## src/rtl/triangle_raster.sv

```systemverilog
`default_nettype none
// ============================================================================
// Module      : triangle_raster
// Description : Captures three vertices over successive cycles, computes the
//               bounding box and orientation, then scans the box in row-major
//               order emitting one registered point per inside candidate.
// Revision    : 1.0 - initial release
// ============================================================================
module triangle_raster #(
  parameter int W         = 3,
  parameter int EDGE_INCL = 1
) (
  input  logic           clk,
  input  logic           reset,
  input  logic           nt,
  input  logic [W-1:0]   xi,
  input  logic [W-1:0]   yi,
  output logic           busy,
  output logic           po,
  output logic [W-1:0]   xo,
  output logic [W-1:0]   yo,
  output logic           done,
  output logic [2*W:0]   cnt
);

  typedef enum logic [2:0] {
    IDLE  = 3'd0,
    IN1   = 3'd1,
    IN2   = 3'd2,
    SETUP = 3'd3,
    SCAN  = 3'd4,
    DONE  = 3'd5
  } state_t;

  localparam logic [W-1:0] c_xy_one  = {{(W-1){1'b0}}, 1'b1};
  localparam logic [2*W:0] c_cnt_one = {{(2*W){1'b0}}, 1'b1};

  state_t r_state;
  state_t w_next;

  logic [W-1:0] r_x0, r_y0, r_x1, r_y1, r_x2, r_y2;
  logic [W-1:0] r_xmin, r_xmax, r_ymin, r_ymax;
  logic [W-1:0] r_px, r_py;
  logic         r_s_neg;

  logic [W-1:0]           w_xmin, w_xmax, w_ymin, w_ymax;
  logic signed [2*W+2:0]  w_s, w_e0, w_e1, w_e2;
  logic                   w_last, w_inside, w_emit;

  // Zero-extended signed difference; W+1 bits always holds a-b exactly.
  function automatic logic signed [W:0] dif(input logic [W-1:0] a,
                                            input logic [W-1:0] b);
    return $signed({1'b0, a}) - $signed({1'b0, b});
  endfunction

  // ax*by - ay*bx with operands sign-extended so no product can overflow.
  function automatic logic signed [2*W+2:0] cross2(input logic signed [W:0] ax,
                                                   input logic signed [W:0] ay,
                                                   input logic signed [W:0] bx,
                                                   input logic signed [W:0] by);
    logic signed [2*W+1:0] p1;
    logic signed [2*W+1:0] p2;
    p1 = $signed({{(W+1){ax[W]}}, ax}) * $signed({{(W+1){by[W]}}, by});
    p2 = $signed({{(W+1){ay[W]}}, ay}) * $signed({{(W+1){bx[W]}}, bx});
    return $signed({p1[2*W+1], p1}) - $signed({p2[2*W+1], p2});
  endfunction

  function automatic logic [W-1:0] min3(input logic [W-1:0] a,
                                        input logic [W-1:0] b,
                                        input logic [W-1:0] c);
    logic [W-1:0] m;
    m = a;
    if (b < m) m = b;
    if (c < m) m = c;
    return m;
  endfunction

  function automatic logic [W-1:0] max3(input logic [W-1:0] a,
                                        input logic [W-1:0] b,
                                        input logic [W-1:0] c);
    logic [W-1:0] m;
    m = a;
    if (b > m) m = b;
    if (c > m) m = c;
    return m;
  endfunction

  // Sign test of one edge against the triangle orientation; with a negative
  // orientation the inequality flips, which makes the result winding-agnostic.
  function automatic logic edge_ok(input logic signed [2*W+2:0] e,
                                   input logic neg_orient);
    logic is_neg;
    logic is_zero;
    is_neg  = e[2*W+2];
    is_zero = (e == '0);
    if (neg_orient)
      return (EDGE_INCL != 0) ? (is_neg || is_zero) : is_neg;
    else
      return (EDGE_INCL != 0) ? !is_neg : (!is_neg && !is_zero);
  endfunction

  assign w_xmin = min3(r_x0, r_x1, r_x2);
  assign w_xmax = max3(r_x0, r_x1, r_x2);
  assign w_ymin = min3(r_y0, r_y1, r_y2);
  assign w_ymax = max3(r_y0, r_y1, r_y2);

  assign w_s  = cross2(dif(r_x1, r_x0), dif(r_y1, r_y0),
                       dif(r_x2, r_x0), dif(r_y2, r_y0));
  assign w_e0 = cross2(dif(r_x1, r_x0), dif(r_y1, r_y0),
                       dif(r_px, r_x0), dif(r_py, r_y0));
  assign w_e1 = cross2(dif(r_x2, r_x1), dif(r_y2, r_y1),
                       dif(r_px, r_x1), dif(r_py, r_y1));
  assign w_e2 = cross2(dif(r_x0, r_x2), dif(r_y0, r_y2),
                       dif(r_px, r_x2), dif(r_py, r_y2));

  // Termination uses an explicit last-candidate compare rather than counter
  // wrap, so a box reaching 2^W-1 ends cleanly.
  assign w_last   = (r_px == r_xmax) && (r_py == r_ymax);
  assign w_inside = edge_ok(w_e0, r_s_neg) && edge_ok(w_e1, r_s_neg) &&
                    edge_ok(w_e2, r_s_neg);
  assign w_emit   = (r_state == SCAN) && w_inside;

  // State register.
  always_ff @(posedge clk or posedge reset) begin
    if (reset) r_state <= IDLE;
    else       r_state <= w_next;
  end

  // Next-state logic plus status outputs decoded from the current state.
  always_comb begin
    w_next = r_state;
    busy   = (r_state != IDLE);
    done   = 1'b0;
    case (r_state)
      IDLE:    if (nt) w_next = IN1;
      IN1:     w_next = IN2;
      IN2:     w_next = SETUP;
      SETUP:   w_next = (w_s == '0) ? DONE : SCAN;
      SCAN:    if (w_last) w_next = DONE;
      DONE: begin
        done   = 1'b1;
        w_next = IDLE;
      end
      default: w_next = IDLE;
    endcase
  end

  // Vertex capture: V0 on an accepted strobe, V1/V2 on the next two cycles.
  always_ff @(posedge clk or posedge reset) begin
    if (reset) begin
      r_x0 <= '0; r_y0 <= '0;
      r_x1 <= '0; r_y1 <= '0;
      r_x2 <= '0; r_y2 <= '0;
    end else begin
      case (r_state)
        IDLE: if (nt) begin r_x0 <= xi; r_y0 <= yi; end
        IN1:  begin r_x1 <= xi; r_y1 <= yi; end
        IN2:  begin r_x2 <= xi; r_y2 <= yi; end
        default: ;
      endcase
    end
  end

  // Bounding box / orientation latch in SETUP and the row-major scan walker.
  always_ff @(posedge clk or posedge reset) begin
    if (reset) begin
      r_xmin  <= '0; r_xmax <= '0;
      r_ymin  <= '0; r_ymax <= '0;
      r_s_neg <= 1'b0;
      r_px    <= '0; r_py   <= '0;
    end else if (r_state == SETUP) begin
      r_xmin  <= w_xmin; r_xmax <= w_xmax;
      r_ymin  <= w_ymin; r_ymax <= w_ymax;
      r_s_neg <= w_s[2*W+2];
      r_px    <= w_xmin;
      r_py    <= w_ymin;
    end else if ((r_state == SCAN) && !w_last) begin
      if (r_px == r_xmax) begin
        r_px <= r_xmin;
        r_py <= r_py + c_xy_one;
      end else begin
        r_px <= r_px + c_xy_one;
      end
    end
  end

  // Registered point output and running count of emitted points.
  always_ff @(posedge clk or posedge reset) begin
    if (reset) begin
      po  <= 1'b0;
      xo  <= '0;
      yo  <= '0;
      cnt <= '0;
    end else begin
      po <= w_emit;
      xo <= w_emit ? r_px : '0;
      yo <= w_emit ? r_py : '0;
      if ((r_state == IDLE) && nt) cnt <= '0;
      else if (w_emit)             cnt <= cnt + c_cnt_one;
    end
  end

endmodule
`default_nettype wire

```

## config.mk

```make
export PLATFORM = sky130hd
export DESIGN_NAME = triangle_raster
export DESIGN_NICKNAME = d
export VERILOG_FILES = /design/src/rtl/triangle_raster.sv
export SDC_FILE = /design/constraint.sdc
export NUM_CORES = 1
export LEC_CHECK = 0
export ABC_AREA = 1
export BUFFER_PORTS_ARGS = -buffer_cell sky130_fd_sc_hd__buf_4
export CAP_MARGIN = 20
export CORE_UTILIZATION = 40
export DETAILED_ROUTE_END_ITERATION = 7
export GPL_TIMING_DRIVEN = 1
export PLACE_DENSITY = 0.57
export RECOVER_POWER = 100
export SETUP_SLACK_MARGIN = 0.05
export SYNTH_ARGS = -nofsm -noshare
export SYNTH_HDL_FRONTEND = slang
export SYNTH_SLANG_ARGS = --single-unit
export TNS_END_PERCENT = 10
```

## constraint.sdc

```tcl
create_clock -name clk -period 7.37 [get_ports clk]
set_input_delay 1.474 -clock clk [delete_from_list [all_inputs] [get_ports clk]]
set_output_delay 1.474 -clock clk [all_outputs]
set_load 0.01 [all_outputs]
```

==> results.txt <==
----------------------------------------------------
[Routing]
  Iter 0 DRT Violations ... 399
  Avg Vias per Cell ... 4.791
  Detailed-routing iteration count for the pre-antenna-repair pass ... 5
  Antenna viol nets, final ... 0
  Average wire length per cell after detail routing ... 14.09 µm
  Wire length reported by the detailed router ... 22.76 mm
  Post-detailed-route DRC marker count ... 0
  Total via count in the routed design ... 7,742

[STA]
  Final Setup Violations ... 0
  Setup Total Neg Slack ... 0 ns
  Relative max-transition margin ... approximately 1.4%
  Fin. max-slew vios ... 0
  RSZ-0062 raised after global routing ... no
  Minimum clock period after layout ... between 6 and 7 ns
  Crit share post-route ... 88.45%
  Slew at the pin closest to its max-slew limit ... 1.480 ns
  Count of final hold-check violations ... 0
  FMAX ... 153.4 MHz
  Clock skew after layout ... 0.01285 ns

[Logic synthesis]
  Proportion of netlist area held by the largest area contributor ... 26.67%
  Synthesized area ... 9983 µm²
  Most repeated cell in the gate-level netlist after synthesis ... sky130_fd_sc_hd__inv_1
  Async S/R FF share, synth ... between 90% and 100%
  Most used flip-flop cell after synthesis ... sky130_fd_sc_hd__dfrtp_1
  Count of cell types in the netlist ... 38
  Mean instance size in the synthesized netlist ... 7.849 µm²
  Syn. warnings ... 0
  Synth top cells by count ... 315 x sky130_fd_sc_hd__inv_1, 247 x sky130_fd_sc_hd__nand2_1, 151 x sky130_fd_sc_hd__ha_1
  Synth Register Bits ... 51
  Proportion of synthesized chip area in sequential cells ... between 10% and 20%
  Number of enable-type register cells in the synthesized netlist ... 0
  Cell types with the largest area share after synthesis ... sky130_fd_sc_hd__fa_1 27%, sky130_fd_sc_hd__ha_1 19%, sky130_fd_sc_hd__dfrtp_1 13%
  Synth Net Count ... about 1.6k
  Synth area leader ... sky130_fd_sc_hd__fa_1
  Count of mapped cells out of synthesis ... 1,272

[Global route]
  First-pass GRT wire length ... 38.46 mm
  Total global routing track utilization ... 18.61%
  Grt total ovfl ... 0
  Pin count of the biggest net entering global routing ... 28
  Via count of the first global-routing pass ... 7,790
  Antenna violations before repair ... 0

[Clock network]
  Clock tree from TritonCTS ... built
  Largest buffer count on any clock path ... 2
  CTS root buffer ... sky130_fd_sc_hd__clkbuf_16
  Resized Gates After CTS ... 0
  Inserted Clock Buffers ... 5
  Source-to-sink clock delay at the later pin of the worst-skew pair ... around 0.3 ns
  H-tree level count ... 2
  CTS clk-pin slew, worst paths ... 0.08 ns
  Hold-fix buffer count after cts ... 0
  Number of buffers inserted to repair setup after CTS ... 0
  TritonCTS Sinks ... 51

[Placed design]
  Total of buffers placed on input and output ports ... 24
  Final RePlAce weighted congestion ... 0.8804
  Detailed-placement wirelength estimate ... 19.68 mm

[Critical path]
  Largest stage delay on the critical path ... around 0.56 ns
  Required time worst endpoint ... 7.60 ns
  Crit path capture type ... register
  Combined buffer and inverter count along the critical path ... 9
  Category of cells accounting for the largest share of critical-path delay ... adder cells
  Data arrival time at the worst-slack endpoint ... 6.75 ns
  Critical path fanouts, max ... 14
  Slowest library cell on the worst path ... sky130_fd_sc_hd__fa_1
  Startpoint kind of the worst setup timing path ... register
  Slack of the worst reg-to-reg path ... 0.85 ns
  Critical Setup Path Class ... reg -> reg

[Final layout]
  Core occupancy in the finished layout ... 43.40%
  Number of flip-flops under the largest register name ... 7
  Synthesis-to-finish area growth ... 6.029%
  Fraction of final layout cells sized beyond drive strength 1 ... 2.941%
  Most flops, register ... cnt
  Count of inserted antenna diode cells ... 0
  Final net count ... 1,584

[Floorplan]
  I/O pins ... 25
  Starting density of the core ... 40.93%
  Core area ... about 24,000 µm²
  Die outline area ... approximately 26,000 µm²
  Std-Cell Rows ... 57
  Horizontal die dimension ... 160.0 µm
  Die Ht ... 160.0 µm

[Worst hold path]
  Class of the tightest hold or removal check ... reg -> reg

[Job]
  Count of max-cap constraint violations ... 0

[Run status]
  Status ... completed

----------------------------------------------------
[tightest hold or removal path: stages (launching register included)]
cell,delay (ns)
sky130_fd_sc_hd__dfrtp_1,0.34
sky130_fd_sc_hd__nand2_1,0.05
sky130_fd_sc_hd__nand2_1,0.06
[final timing paths]
kind / start / end / cells past startpoint
setup / recovery: r_x0[1]$_DFFE_PP0P_ / cnt[5]$_DFFE_PP0P_ / 30
hold / removal: r_xmin[1]$_DFFE_PP0P_ / r_xmin[1]$_DFFE_PP0P_ / 2
setup reg to reg: r_x0[1]$_DFFE_PP0P_ / cnt[5]$_DFFE_PP0P_ / 30
hold reg to reg: r_xmin[1]$_DFFE_PP0P_ / r_xmin[1]$_DFFE_PP0P_ / 2
max in group asynchronous: reset / r_x0[1]$_DFFE_PP0P_ / 3
min in group asynchronous: reset / xo[0]$_DFF_PP0_ / 2
[through the flow]
| step | worst slack [ns] | cell area, µm² | hold WS [ns] | std cells |
|---|---|---|---|---|
| floorplan | 1.779 | 9983 | 0.4438 | 1272 |
| global placement | 1.047 | 10510 | 0.4622 | 1607 |
| detailed placement | 0.9830 | 10530 | 0.4656 | 1608 |
| CTS | 0.9408 | 10680 | 0.4832 | 1616 |
| global route | 0.3357 | 10590 | 0.5218 | 1616 |
| finish | 0.8514 | 10590 | 0.4795 | 1616 |
[kinds of logic (layout without fill, tap and decap cells)]
family                     after synthesis  count (layout)  share of synthesized area [%]
AOI/OAI and AO/OA                      121             121                          6.793
and+or+nand+nor                        447             447                          18.96
DFF                                     51              51                          12.78
xor gates and xnor gates                38              38                          3.334
adders and majority gates              284             284                          45.59
buffers and inverters                  331             351                          12.53
[cell type report]
cell class                      count  area [µm²]
Multi-Input combinational cell    890        7438
Timing Repair Buffer               25       120.1
Tap cell                          324       405.4
Sequential cell                    51        1276
Fill cell                        2540       13810
Clock inverter                      3       26.28
Inverter                          318        1194
Clock buffer                        5       125.1
[layout by cell type, fill, tap and decap left out, types with 6 or more instances in the layout]
cell	instances
sky130_fd_sc_hd__a21oi_1	38
sky130_fd_sc_hd__a31oi_1	13
sky130_fd_sc_hd__clkbuf_1	18
sky130_fd_sc_hd__clkbuf_4	7
sky130_fd_sc_hd__dfrtp_1	51
sky130_fd_sc_hd__fa_1	133
sky130_fd_sc_hd__ha_1	151
sky130_fd_sc_hd__inv_1	316
sky130_fd_sc_hd__nand2_1	247
sky130_fd_sc_hd__nand3_1	50
sky130_fd_sc_hd__nand3_2	6
sky130_fd_sc_hd__nand4_1	11
sky130_fd_sc_hd__nor2_1	110
sky130_fd_sc_hd__o21ai_0	50
sky130_fd_sc_hd__or2_2	6
sky130_fd_sc_hd__xnor2_1	28
sky130_fd_sc_hd__xor2_1	10
[metal layers]
| metal | global-route usage (%) | share of wire (%) |
|---|---|---|
| met1 | 26.25 | 49 |
| met2 | 31.34 | 47 |
| met3 | 1.117 | 2.6 |
| met4 | 4.156 | 1.9 |
| met5 | 0 | 0 |
Power is not shown: default switching activity piles up to over one toggle a cycle in this logic, so the estimate is an artifact.
